==> src/rtl/hsv2rgb_share_arb.sv <==
// Round-robin arbiter that lets NUM_REQ colour requesters share one pipelined
// HSV-to-RGB converter. Requester indices travel alongside the converter in a
// tag pipe, and each RGB result is returned to its owner as a one-hot strobe.
// A sticky error flag is set if the converter's result strobe ever disagrees
// with the tag pipe.
module hsv2rgb_share_arb #(
  parameter  int NUM_REQ  = 4,
  parameter  int CONV_LAT = 4,
  localparam int IDX_W    = $clog2(NUM_REQ)
) (
  input  logic                   clk,
  input  logic                   rst,
  input  logic [NUM_REQ-1:0]     req_valid,
  input  logic [24*NUM_REQ-1:0]  req_hsv,
  output logic [NUM_REQ-1:0]     req_ready,
  input  logic                   pause,
  output logic                   conv_in_valid,
  output logic [23:0]            conv_hsv,
  input  logic                   conv_out_valid,
  input  logic [23:0]            conv_rgb,
  output logic [NUM_REQ-1:0]     rsp_valid,
  output logic [23:0]            rsp_rgb,
  output logic [IDX_W+2:0]       in_flight,
  output logic                   err
);

  localparam int CNT_W = IDX_W + 3;

  logic [IDX_W-1:0] ptr;
  logic [IDX_W-1:0] grant_idx;
  logic             grant_found;
  logic             accept;
  logic [IDX_W-1:0] issue_idx;

  logic [CONV_LAT-1:0] tag_v;
  logic [IDX_W-1:0]    tag_idx [CONV_LAT];
  logic                head_v;
  logic [IDX_W-1:0]    head_idx;

  // Requester index arithmetic modulo NUM_REQ (NUM_REQ need not be a power of two).
  function automatic logic [IDX_W-1:0] wrap_idx(input int v);
    return IDX_W'(v % NUM_REQ);
  endfunction

  // Pick the first pending requester at or after the round-robin pointer.
  always_comb begin
    // NOTE: every output of this block gets a default first so no latch is inferred.
    req_ready   = '0;
    grant_idx   = '0;
    grant_found = 1'b0;
    if (!rst && !pause) begin
      for (int k = 0; k < NUM_REQ; k++) begin
        if (!grant_found && req_valid[wrap_idx(int'(ptr) + k)]) begin
          grant_found = 1'b1;
          grant_idx   = wrap_idx(int'(ptr) + k);
        end
      end
    end
    if (grant_found) req_ready[grant_idx] = 1'b1;
  end

  assign accept   = grant_found;
  assign head_v   = tag_v[CONV_LAT-1];
  assign head_idx = tag_idx[CONV_LAT-1];

  // Pointer, issue register, tag valid bits, response steering and bookkeeping.
  always_ff @(posedge clk) begin
    // NOTE: sequential state uses non-blocking assignments so every register
    // samples the pre-edge values, independent of statement order.
    if (rst) begin
      ptr           <= '0;
      conv_in_valid <= 1'b0;
      conv_hsv      <= '0;
      issue_idx     <= '0;
      tag_v         <= '0;
      rsp_valid     <= '0;
      rsp_rgb       <= '0;
      in_flight     <= '0;
      err           <= 1'b0;
    end else begin
      conv_in_valid <= accept;
      if (accept) begin
        ptr       <= wrap_idx(int'(grant_idx) + 1);
        conv_hsv  <= req_hsv[int'(grant_idx)*24 +: 24];
        issue_idx <= grant_idx;
      end

      tag_v[0] <= conv_in_valid;
      for (int i = 1; i < CONV_LAT; i++) tag_v[i] <= tag_v[i-1];

      rsp_valid <= '0;
      if (head_v && conv_out_valid) begin
        rsp_valid[head_idx] <= 1'b1;
        rsp_rgb             <= conv_rgb;
      end
      // A tag without a result, or a result without a tag: both are dropped.
      if (head_v != conv_out_valid) err <= 1'b1;

      // Every valid head tag retires this cycle, matched or not.
      if (accept && !head_v)      in_flight <= in_flight + CNT_W'(1);
      else if (!accept && head_v) in_flight <= in_flight - CNT_W'(1);
    end
  end

  // Requester index payload of the tag pipe, shifted in lockstep with tag_v.
  always_ff @(posedge clk) begin
    // NOTE: the index payload is not reset; it is only consumed when its
    // valid bit (which is reset) is set.
    tag_idx[0] <= issue_idx;
    for (int i = 1; i < CONV_LAT; i++) tag_idx[i] <= tag_idx[i-1];
  end

endmodule

==> config.mk <==
export PLATFORM = sky130hd
export DESIGN_NAME = hsv2rgb_share_arb
export DESIGN_NICKNAME = d
export VERILOG_FILES = /design/src/rtl/hsv2rgb_share_arb.sv
export SDC_FILE = /design/constraint.sdc
export NUM_CORES = 1
export LEC_CHECK = 0
export BUFFER_PORTS_ARGS = -buffer_cell sky130_fd_sc_hd__buf_4
export CAP_MARGIN = 15
export CORE_MARGIN = 5
export CORE_UTILIZATION = 45
export DETAILED_ROUTE_END_ITERATION = 10
export PLACE_DENSITY = 0.86
export SLEW_MARGIN = 20
export SYNTH_ARGS = -nofsm -noshare
export SYNTH_HDL_FRONTEND = slang
export SYNTH_SLANG_ARGS = --single-unit
==> constraint.sdc <==
create_clock -name clk -period 3.9 [get_ports clk]
set_clock_uncertainty 0.1 [all_clocks]
set_input_delay 0.78 -clock clk [delete_from_list [all_inputs] [get_ports clk]]
set_output_delay 0.78 -clock clk [all_outputs]
set_load 0.005 [all_outputs]
# Yosys cells after proc, flatten, opt, wreduce, memory -nomap -nowiden
# Memories as Yosys holds them, arrays and structs flattened.
# Cells that the tools add are included.
[classes] reduce_logical=18 n_addsub=6 bitwise=1 n_lt_le_gt_ge=8 n_mux=28 shift=1 n_mul=1 div_mod_pow=0 n_eq_ne=1
[op_table] operator="indexed part select 96 x 8 -> 24 bit" count=1
[op_table] operator="< comparator 2 x 3 -> 1 bit (second input constant)" count=6
[op_table] operator="two-way mux 1 bit" count=14
[op_table] operator="two-way mux 2 bit" count=5
[op_table] operator="two-way mux 5 bit" count=2
[op_table] operator="logical AND 1 bit" count=9
[op_table] operator="binary-select mux 1 bit (select 2 bit)" count=4
[op_table] operator="logical NOT 1 bit" count=7
[op_table] operator="adder 5 x 1 -> 5 bit (second input constant)" count=1
[op_table] operator="subtractor 5 x 1 -> 5 bit (second input constant)" count=1
[op_table] operator="adder 2 x 1 -> 2 bit (second input constant)" count=2
[op_table] operator="adder 2 bit (second input constant)" count=2
[op_table] operator="demux 1 bit (select 2 bit)" count=2
[op_table] operator=">= comparator 2 x 1 -> 1 bit (second input constant)" count=2
[op_table] operator="multiplier 2 x 2 -> 4 bit (second input constant)" count=1
[op_table] operator="two-way mux 4 bit" count=1
[op_table] operator="nonzero test 2 bit" count=1
[op_table] operator="OR reduction 2 bit" count=1
[op_table] operator="!= test 1 bit" count=1
[op_table] operator="inverter 1 bit" count=1
[word_totals] mem_bits_ro=0 latch_bits=0 ram_bits=8 output_inout_bits=63 wordCells=74 memories=1 reg_bits=67 inputBits=128
[mem_list] memory="tag_idx" depth=4 word_bits=2 rd=4 rd_ports_with_merged_regs=0 write_ports=4 line_no="36" rtl="logic [IDX_W-1:0] tag_idx [CONV_LAT];"

# Longest topological paths before layout
[logic_depth] depth_word=21 ltp_mapped=12

# Worst setup path after synthesis
# No wires, ideal clock.
[synth_path] path_kind="input-to-reg" start="in pause" end="reg in_flight[4]" path_stages=12 path_slack_ps=642 setup_ps=70 arrival_time_ps=3088 path_cell_list="nor2_1 > nand2b_1 > inv_1 > clkbuf_1 > ha_1 > inv_1 > fa_1 > a21o_1 > a21oi_1 > xnor2_1 > or3_1 > a21oi_1"
[synth_between] elab_chain_cells=6 word_cells_on_any_way=8 classes_between="mux (2); reduce/logical (6)"
[synth_lines] item="from (decl)" line_no="16" rtl="input logic pause,"
[synth_lines] item="logical NOT 1 bit *" line_no="51" rtl="if (!rst && !pause) begin"
[synth_lines] item="logical AND 1 bit *" line_no="51"
[synth_lines] item="two-way mux 1 bit *" line_no="51"
[synth_lines] item="net accept" line_no="32" rtl="logic accept;"
[synth_lines] item="logical NOT 1 bit" line_no="101" rtl="else if (!accept && head_v) in_flight <= in_flight - CNT_W'(1);"
[synth_lines] item="logical AND 1 bit" line_no="101"
[synth_lines] item="nonzero test 2 bit (no line)"
[synth_lines] item="to (signal assigned)" line_no="100" rtl="if (accept && !head_v) in_flight <= in_flight + CNT_W'(1);"
[synth_lines] item="to (signal assigned)" line_no="101"
[synth_lines] item="to (decl)" line_no="23" rtl="output logic [IDX_W+2:0] in_flight,"
# The timed path passes the listed nets; every way through them passes the cells marked *.
# A chain may end at the register's enable or synchronous reset.

# Worst setup path in the final report
[layout_path] start="in req_valid[0]" end="out req_ready[0]"
[layout_between] elab_chain_cells=21 word_cells_on_any_way=33 classes_between="order compare (2); mux (24); reduce/logical (7)"
[layout_lines] item="from (decl)" line_no="13" rtl="input logic [NUM_REQ-1:0] req_valid,"
[layout_lines] item="binary-select mux 1 bit (select 2 bit)" line_no="53" rtl="if (!grant_found && req_valid[wrap_idx(int'(ptr) + k)]) begin"
[layout_lines] item="two-way mux 1 bit (not written as such)" line_no="53"
[layout_lines] item="two-way mux 1 bit" line_no="53"
[layout_lines] item="two-way mux 1 bit" line_no="51"
[layout_lines] item="logical NOT 1 bit" line_no="53"
[layout_lines] item="logical AND 1 bit" line_no="53"
[layout_lines] item="two-way mux 1 bit" line_no="53"
[layout_lines] item="two-way mux 1 bit" line_no="51"
[layout_lines] item="[... 5 more ...]"
[layout_lines] item="logical AND 1 bit" line_no="53"
[layout_lines] item="two-way mux 2 bit" line_no="53"
[layout_lines] item="two-way mux 2 bit" line_no="51"
[layout_lines] item="< comparator 2 x 3 -> 1 bit (not written as such) / >= comparator 2 x 1 -> 1 bit (equally long branches)" line_no="59" rtl="if (grant_found) req_ready[grant_idx] = 1'b1;"
[layout_lines] item="logical AND 1 bit (not written as such)" line_no="59"
[layout_lines] item="two-way mux 1 bit (not written as such)" line_no="59"
[layout_lines] item="demux 1 bit (select 2 bit)" line_no="59"
[layout_lines] item="two-way mux 4 bit *" line_no="59"
[layout_lines] item="to (decl)" line_no="15" rtl="output logic [NUM_REQ-1:0] req_ready,"
# Mark *: on every way between the ends. The rest lies on a longest branch, timed or not. The select of a mux whose other input is x is not followed.

==> results.py <==
metrics = {
    "outcome": {
        "status": "complete, no violations",
    },
    "pwr": {
        "irDropWorstVdd_v": 0.000148,
        "p_leak_nw": 2.43,
        "power_density_mw_per_mm2": 352,
        "p_total_w": 0.00182,
    },
    "clock_network": {
        "clk_root_buffer_cell": "clkbuf_8",
        "cts_tree": "done",
        "worstSkewPairLatency_ns": 0.33,
        "holdBufCountCts": 0,
        "h-tree-depth": 3,
        "clockBufferDepth": 2,
        "cts_resized": 0,
        "numCtsBuffers": 9,
        "post-cts-setup-buffer-count": 0,
        "clk_transition_reported_paths_ns": 0.07,
        "clock_sinks": 75,
    },
    "global_routing": {
        "grt_util_all_layers_pct": 21.9,
        "grt_max_degree": 40,
        "grt_antenna_before_repair": 0,
        "grt_pass1_wl_um": 17000,
        "overflow": 0,
        "first_global_vias": 3408,
    },
    "cells_and_area": {
        "area_delta_synth_final_pct": 49.4,
        "antenna-diode-count": 0,
        "layout.nets": 673,
        "drive_gt1_share_pct": 44.1,
    },
    "floorplanning": {
        "start_util_pct": 45.4,
        "io_pins": 191,
        "fp-row-count": 32,
        "die_w_um": 97.6,
        "fp.dieArea_sq_mm": 0.00953,
        "core_sq_mm": 0.00761,
        "fp.dieH_um": 97.6,
    },
    "routing": {
        "drtIter0Drc": 152,
        "first_pass_iters": 5,
        "via_count": 3417,
        "vias_per_cell": 5.32,
        "drc_errors": 0,
        "drtAntennaViolNets": 0,
        "wl_per_cell_um": 16.5,
        "wl_um": 10600,
    },
    "setup_path": {
        "start_kind": "input pin",
        "required_ns": 3.02,
        "crit_arrival_ns": 2.26,
        "worst-setup-path-type": "input pin to primary output",
        "crit_start": "req_valid[0]",
        "rr_startpoint": "ptr[1]",
        "crit_path_max_fanout": 20,
        "crit_path_end_kind": "primary output",
    },
    "yosys": {
        "yosysTopAreaCell": "dfxtp_1",
        "ys.flop_type": "dfxtp_1",
        "yosysTopAreaCellShare_pct": 43.5,
        "syn_inst": 349,
        "synthTopCellsByCount": "dfxtp_1, mux2i_1, nor2_1",
        "synth_area_per_cell_sq_um": 9.90,
        "ys_seq_elements": 75,
        "synth_edf_count": 0,
        "yosysMostFrequentCell": "dfxtp_1",
        "syn_area_sq_mm": 0.00345,
        "syn_nets": 487,
        "synth.area.top_cells": "dfxtp_1, mux2i_1, a221o_1",
        "ys_types": 45,
        "yosysSeqAreaShare_pct": 43.5,
        "synthArstFlopShare_pct": 0,
        "yosysWarnings": 0,
    },
    "placement": {
        "dp_hpwl_um": 8240,
        "dp_worst_setup_slack_ns": 0.463,
        "gp_routability_congestion": 0.929,
        "io_buffers": 190,
    },
    "sta": {
        "min_period_over_period_pct": 80.5,
        "setup_viol": 0,
        "rsz0062_at_grt": "no",
        "hold_viol": 0,
        "drv_slew": 0,
        "fin_ws_ns": 0.762,
        "period_minus_slack_ns": 3.14,
        "finalSetupTns_ns": 0,
        "fmax_ghz": 0.319,
        "worst_pin_slew_ns": 1.03,
        "slew_headroom_pct": 31.1,
    },
    "min_path": {
        "min_from": "tag_idx[0][1]",
        "hp-class": "flip-flop to flip-flop",
    },
    "run": {
        "maxCapViolCount": 0,
    },
}
## sequential cells by signal, indices dropped and copies added (netlist names)
signal	count
rsp_rgb	24
err	1
ptr	2
issue_idx	2
tag_idx	8
tag_v	4
in_flight	5
rsp_valid	4
conv_in_valid	1
conv_hsv	24
## report_power, final
group          switching [W]  total, W  internal (W)
registers          0.0000282  0.000837      0.000808
logic               0.000157  0.000373      0.000216
clock network       0.000290  0.000609      0.000319
## cell usage in the layout, fill, tap and decap left out, types with 2 or more instances in the layout
cell type	count
buf_4	198
dfxtp_1	75
mux2i_1	38
nor2_1	36
a21oi_1	30
o21ai_0	19
a221o_1	18
mux2_2	13
nand3_1	13
clkbuf_8	10
nand2_1	9
ha_1	9
inv_1	8
nor2b_1	7
o41ai_1	7
a221oi_1	5
and2_1	4
nand2b_1	3
mux2_1	3
xnor2_1	3
nor2_2	2
a21o_1	2
mux2_4	2
inv_6	2
clkinv_4	2
## per-stage QoR
step | utilization, % | hold slack (ns) | cell area [sq um] | std cells
floorplan | - | 0.210 | 3450 | 349
global placement | 65.1 | 0.212 | 4950 | 626
detailed placement | 65.1 | 0.212 | 4950 | 626
CTS | 67.8 | 0.232 | 5160 | 642
global route | 67.8 | 0.234 | 5160 | 642
finish | 67.8 | 0.230 | 5160 | 642
## final cells by class
type | count | area (sq um)
fill | 601 | 2450
multi-input combinational | 243 | 1810
sequential | 75 | 1500
timing repair buffer | 198 | 1490
clock buffer | 10 | 138
tap | 102 | 128
clock inverter | 6 | 70.1
inverter | 8 | 30.0
## worst paths after layout
kind,depth (start not counted),endpoint,slack (ns)
min,0,tag_idx[1][1],0.23
max reg2reg,6,conv_hsv[1],1.25
min reg2reg,0,tag_idx[1][1],0.23
max,8,req_ready[0],0.76
## metal layers
layer  wire, um  part of all wire [%]  track usage, %
met3        804                   7.6            6.17
met2       5230                    49            36.4
met5          0                     0               0
met1       4440                    42            27.8
met4        108                   1.0            5.64
## critical path: stages
cell and delay [ns]:
buf_4 0.12, or2b_1 0.19, and4_4 0.39, o21ai_4 0.10
buf_4 0.20, ha_1 0.20, and2_1 0.14, buf_4 0.13
## cells by family after synthesis
family	Yosys count	synth area share [%]
and+or+nand+nor	86	12.6
adders and majority gates	10	3.84
buffers and inverters	31	4.31
xor gates and xnor gates	4	1.01
DFF	75	43.5
muxes	56	17.1
AOI/OAI and AO/OA	87	17.7
Power figures use the tool's default switching activity.
